$ cat src/rtl/uart_pkg.sv
// uart_pkg: shared types and constants for the UART receive path.
//   rx_state_t               - receiver FSM state encoding (3 bits)
//   DEFAULT_CLOCKS_PER_BAUD  - 25 MHz / 115 200 baud
`timescale 1ns/1ps
package uart_pkg;

    typedef enum logic [2:0] {
        IDLE      = 3'd0,
        START     = 3'd1,
        DATA      = 3'd2,
        STOP      = 3'd3,
        WAIT_HIGH = 3'd4
    } rx_state_t;

    localparam logic [23:0] DEFAULT_CLOCKS_PER_BAUD = 24'd217;

endpackage

$ cat src/rtl/rx_sync.sv
// rx_sync: two-flop synchroniser for an asynchronous single-bit input.
// Both flops reset to 1, which is the idle level of a UART line.
//   clk    in   sampling clock
//   rst_n  in   asynchronous active-low reset
//   raw    in   asynchronous input
//   synced out  input re-timed to clk (two-cycle latency)
`timescale 1ns/1ps
module rx_sync (
    input  logic clk,
    input  logic rst_n,
    input  logic raw,
    output logic synced
);

    logic meta;

    always_ff @(posedge clk or negedge rst_n) begin
        if (!rst_n) begin
            meta   <= 1'b1;
            synced <= 1'b1;
        end else begin
            meta   <= raw;
            synced <= meta;
        end
    end

endmodule

$ cat src/rtl/wb_uart_rx.sv
// wb_uart_rx: 8N1 UART receiver, LSB first, mid-bit sampling.
//   i_clk        in   system clock
//   i_rst_n      in   asynchronous active-low reset
//   i_uart_rx    in   raw serial line (idles high, asynchronous)
//   o_wr         out  one-cycle strobe, o_data holds a new byte
//   o_data       out  last good byte, held until the next o_wr
//   o_frame_err  out  one-cycle strobe, stop bit sampled low
//   o_busy       out  high whenever a frame is in progress
//
// state     | meaning
// IDLE      | line idle, waiting for a falling edge
// START     | timing to the middle of the start bit to reject glitches
// DATA      | sampling eight data bits at mid-bit
// STOP      | sampling the stop bit
// WAIT_HIGH | framing error seen, waiting for the line to return high
`timescale 1ns/1ps
module wb_uart_rx
    import uart_pkg::*;
#(
    parameter logic [23:0] CLOCKS_PER_BAUD = DEFAULT_CLOCKS_PER_BAUD
) (
    input  logic       i_clk,
    input  logic       i_rst_n,
    input  logic       i_uart_rx,
    output logic       o_wr,
    output logic [7:0] o_data,
    output logic       o_frame_err,
    output logic       o_busy
);

    localparam logic [23:0] HALF_LOAD = CLOCKS_PER_BAUD / 24'd2 - 24'd1;
    localparam logic [23:0] FULL_LOAD = CLOCKS_PER_BAUD - 24'd1;

    logic        rx_s;
    rx_state_t   state;
    logic [23:0] baud_cnt;
    logic [2:0]  bit_cnt;
    logic [7:0]  shreg;
    logic        sample;

    rx_sync u_sync (
        .clk    (i_clk),
        .rst_n  (i_rst_n),
        .raw    (i_uart_rx),
        .synced (rx_s)
    );

    assign sample = (baud_cnt == 24'd0);
    assign o_busy = (state != IDLE);

    always_ff @(posedge i_clk or negedge i_rst_n) begin
        if (!i_rst_n) begin
            state       <= IDLE;
            baud_cnt    <= 24'd0;
            bit_cnt     <= 3'd0;
            shreg       <= 8'h00;
            o_data      <= 8'h00;
            o_wr        <= 1'b0;
            o_frame_err <= 1'b0;
        end else begin
            o_wr        <= 1'b0;
            o_frame_err <= 1'b0;

            // Count down toward the next sample point; every sample point
            // either reloads the counter or leaves the timed states.
            if (state != IDLE && state != WAIT_HIGH && !sample)
                baud_cnt <= baud_cnt - 24'd1;

            case (state)
                IDLE: begin
                    if (!rx_s) begin
                        baud_cnt <= HALF_LOAD;
                        bit_cnt  <= 3'd0;
                        state    <= START;
                    end
                end
                START: begin
                    if (sample) begin
                        if (!rx_s) begin
                            baud_cnt <= FULL_LOAD;
                            state    <= DATA;
                        end else begin
                            state <= IDLE;
                        end
                    end
                end
                DATA: begin
                    if (sample) begin
                        shreg    <= {rx_s, shreg[7:1]};
                        bit_cnt  <= bit_cnt + 3'd1;
                        baud_cnt <= FULL_LOAD;
                        if (bit_cnt == 3'd7)
                            state <= STOP;
                    end
                end
                STOP: begin
                    // Leaving at the stop-bit midpoint gives half a bit of
                    // margin to catch a back-to-back start bit.
                    if (sample) begin
                        if (rx_s) begin
                            o_data <= shreg;
                            o_wr   <= 1'b1;
                            state  <= IDLE;
                        end else begin
                            o_frame_err <= 1'b1;
                            state       <= WAIT_HIGH;
                        end
                    end
                end
                WAIT_HIGH: begin
                    if (rx_s)
                        state <= IDLE;
                end
                default: state <= IDLE;
            endcase
        end
    end

endmodule
$ cat config.mk
export PLATFORM = sky130hd
export DESIGN_NAME = wb_uart_rx
export DESIGN_NICKNAME = d
export VERILOG_FILES = /design/src/rtl/uart_pkg.sv /design/src/rtl/rx_sync.sv /design/src/rtl/wb_uart_rx.sv
export SDC_FILE = /design/constraint.sdc
export NUM_CORES = 1
export LEC_CHECK = 0
export BUFFER_PORTS_ARGS = -buffer_cell sky130_fd_sc_hd__buf_2
export CAP_MARGIN = 25
export CORE_UTILIZATION = 25
export CTS_BUF_LIST = sky130_fd_sc_hd__clkbuf_4
export DETAILED_ROUTE_END_ITERATION = 6
export PLACE_DENSITY = 0.48
export SETUP_SLACK_MARGIN = 0.15
export SLEW_MARGIN = 20
export SYNTH_ARGS = -nofsm -noshare
export SYNTH_HDL_FRONTEND = slang
export SYNTH_SLANG_ARGS = --single-unit
$ cat constraint.sdc
create_clock -name i_clk -period 3.55 [get_ports i_clk]
set_clock_uncertainty 0.2 [all_clocks]
set_input_delay 0.8875 -clock i_clk [delete_from_list [all_inputs] [get_ports i_clk]]
set_output_delay 0.8875 -clock i_clk [all_outputs]
set_load 0.01 [all_outputs]
==> flow_summary.json <==
{
  "pwr-share-clk": 0.313,
  "hp-class": "flop to flop",
  "firstDrtPassIters": 4,
  "numClockSinks": 50,
  "fin_crit_sh": 0.8345,
  "grt_start_max_net_pins": 27,
  "ys_warn_count": 0,
  "die-width_um": 102.1,
  "antenna_found_initial": 0,
  "layout_setup_ws_ns": 0.5874,
  "postSynthAreaPerCell_um2": 10.48,
  "die_y_um": 102.1,
  "wl_per_cell_um": 13.59,
  "max_freq_mhz": 337.5,
  "rsz0062_at_grt": "no",
  "grt_first_pass_wirelength_mm": 9.370,
  "finalSetupTns_ns": 0,
  "crit_path_start_kind": "flop",
  "synth_flop_cell": "dfrtp_1",
  "ant_nets": 0,
  "post-place-ws_ns": 0.5801,
  "crit_path_cell_trace": "nor4_1, and4_1, nand2_1, nor3_4, mux2_2",
  "finalNetCount": 259,
  "placementRows": 36,
  "async_flop_share": 1.000,
  "critPathRequiredTime_ns": 3.62,
  "drt_iter0_drc": 98,
  "dieArea_um2": 10420,
  "routabilityCongestion": 0.8015,
  "cts_buffers": 5,
  "min_period_ns": 2.963,
  "start_util": 0.2573,
  "synth_edf_count": 0,
  "cts_tree": "yes",
  "path_class": "flop to flop",
  "ir_worst_vdd_v": 0.0001350,
  "fill_cells": 1048,
  "critPathSlowestCell": "nor4_1",
  "cts_buffer_depth": 2,
  "drc": 0,
  "vias_per_cell": 4.808,
  "hold_buffers": 0,
  "htree_levels": 2,
  "p_int_uw": 651.8,
  "cp-end-kind": "flop",
  "path_buf_inv": 0,
  "root_buffer": "clkbuf_4",
  "synthCells": 239,
  "worst_pin_slew_ns": 0.6592,
  "powerDensity_nw_per_um2": 307.5,
  "routed_wl_mm": 5.246,
  "drive_gt1_frac": 0.1976,
  "slew_viol_final": 0,
  "syn_to_final_growth_pct": 11.04,
  "ys_seq_area_frac": 0.5007,
  "cts_setup_buffers": 0,
  "cp_max_fo": 10,
  "syn-num-nets": 246,
  "combinationalPowerShare": 0.016,
  "clock_latency_ns": 0.37,
  "grtUsageTotal": 0.1141,
  "arrival_ns": 3.04,
  "io_buffers": 13,
  "cts_resized": 0,
  "post-dp-hpwl_mm": 3.809,
  "netlist_area_um2": 2504,
  "io_pins": 14,
  "cp_top_family": "simple AND/OR/NAND/NOR gates",
  "core_um2": 9729,
  "slowest_delay_ns": 0.61,
  "grt_overflow": 0,
  "drv_cap": 0,
  "synth-seq-cells": 50,
  "synth_cell_types": 43,
  "vias": 1856,
  "p_sw_frac": 0.2377,
  "switchingPower_uw": 203.2,
  "hold_viol": 0,
  "diodes": 0,
  "clk_pin_slew_ns": 0.15,
  "status": "complete, no violations",
  "setup_violations": 0,
  "leakage_uw": 0.001286,
  "grt_pass1_vias": 1917,
  "power_frac_seq": 0.670,
  "slew_headroom": 0.5565
}
==> cell usage in the layout (no fill, tap or decap), drive strengths merged, types with 3 or more instances in the layout <==
cell | netlist | layout
nand4 | 8 | 8
nand2 | 17 | 17
a21oi | 14 | 14
nor3 | 8 | 8
or3 | 6 | 6
dfrtp | 48 | 48
or4 | 9 | 9
o31ai | 5 | 5
mux2 | 16 | 16
nor4 | 6 | 6
buf | 4 | 18
nand3 | 9 | 9
clkinv | 0 | 3
o21ai | 7 | 7
a211oi | 6 | 6
xnor2 | 12 | 12
clkbuf | 8 | 5
ha | 4 | 4
nor2 | 22 | 22
==> area by class of cell <==
cell class                 count  area (um2)  area share
sequential                    50        1254      0.4509
inverter                       2       7.507    0.002700
multi-input combinational    175        1191      0.4284
clock inverter                 3       21.27    0.007651
timing repair buffer          18       102.6     0.03690
tap                          133       166.4     0.05986
clock buffer                   5       37.54     0.01350
==> flip-flops by register name, indices dropped and copies added (netlist names) <==
signal,flops
o_wr,1
shreg,8
u_sync.synced,1
baud_cnt,24
o_frame_err,1
state,3
o_data,8
bit_cnt,3
u_sync.meta,1
==> synthesized netlist by cell type, drive strengths merged (2+ instances only) <==
library cell | n | area, um2
nor3 | 8 | 51.30
o21ai | 7 | 35.03
or3 | 6 | 37.54
nand3 | 9 | 45.04
dfstp | 2 | 52.55
nor4 | 6 | 52.55
or2 | 2 | 12.51
a311oi | 2 | 17.52
mux2i | 2 | 20.02
nor2 | 22 | 82.58
xnor2 | 12 | 105.1
xor2 | 2 | 17.52
dfrtp | 48 | 1201
inv | 2 | 7.510
buf | 4 | 20.02
nand2 | 17 | 63.81
ha | 4 | 50.05
nand4 | 8 | 50.05
clkbuf | 8 | 31.28
a21oi | 14 | 70.07
a211oi | 6 | 45.04
mux2 | 16 | 180.2
nor2b | 2 | 12.51
or4 | 9 | 72.57
a21o | 2 | 15.01
and4 | 2 | 17.52
o31ai | 5 | 37.54
and2 | 2 | 12.51
==> layer usage <==
layer | vias up | part of all wire | track usage
met5 | - | 0 | 0
met4 | 0 | 0.014 | 0.04396
met1 | 922 | 0.50 | 0.1527
li1 | 902 | - | -
met3 | 5 | 0.027 | 0.01984
met2 | 27 | 0.46 | 0.1838
==> final timing paths <==
| kind | from | to | slack (ns) | depth (start not counted) |
|---|---|---|---|---|
| hold reg to reg | u_sync.meta$_DFF_PN1_ | u_sync.synced$_DFF_PN1_ | 0.17 | 0 |
| hold / removal | u_sync.meta$_DFF_PN1_ | u_sync.synced$_DFF_PN1_ | 0.17 | 0 |
| min in group asynchronous | i_rst_n | o_data[2]$_DFFE_PN0P_ | 0.27 | 1 |
| setup / recovery | baud_cnt[9]$_DFF_PN0_ | o_data[5]$_DFFE_PN0P_ | 0.59 | 5 |
| setup reg to reg | baud_cnt[9]$_DFF_PN0_ | o_data[5]$_DFFE_PN0P_ | 0.59 | 5 |
| max in group asynchronous | i_rst_n | u_sync.meta$_DFF_PN1_ | 2.09 | 2 |
==> per-stage QoR <==
step | power, uW | hold slack, ns | util | area [um2] | std cells
floorplan | 584.6 | 0.1452 | - | 2504 | 239
global placement | 599.0 | 0.1467 | 0.2797 | 2721 | 378
detailed placement | 599.0 | 0.1470 | 0.2797 | 2721 | 378
CTS | 873.9 | 0.1675 | 0.2858 | 2780 | 386
global route | 894.3 | 0.1718 | 0.2858 | 2780 | 386
finish | 855.0 | 0.1675 | 0.2858 | 2780 | 386
==> kinds of logic (layout without fill, tap and decap cells) <==
kind of cell	Yosys count	count (layout)	share of synthesized area
xor gates and xnor gates	14	14	0.04898
and+or+nand+nor	98	98	0.2204
adders and majority gates	4	4	0.01999
buffers and inverters	14	28	0.02349
DFF	50	50	0.5007
muxes	18	18	0.07996
AOI/OAI and AO/OA	41	41	0.1064
==> power by group through the flow <==
stage,Combinational [uW],Sequential (uW),Clock (uW)
floorplan,1.23,583,0
global placement,15.3,584,0
detailed placement,15.3,584,0
CTS,15.3,573,285
global route,16.9,574,304
finish,13.8,573,268
Power figures use the tool's default switching activity.
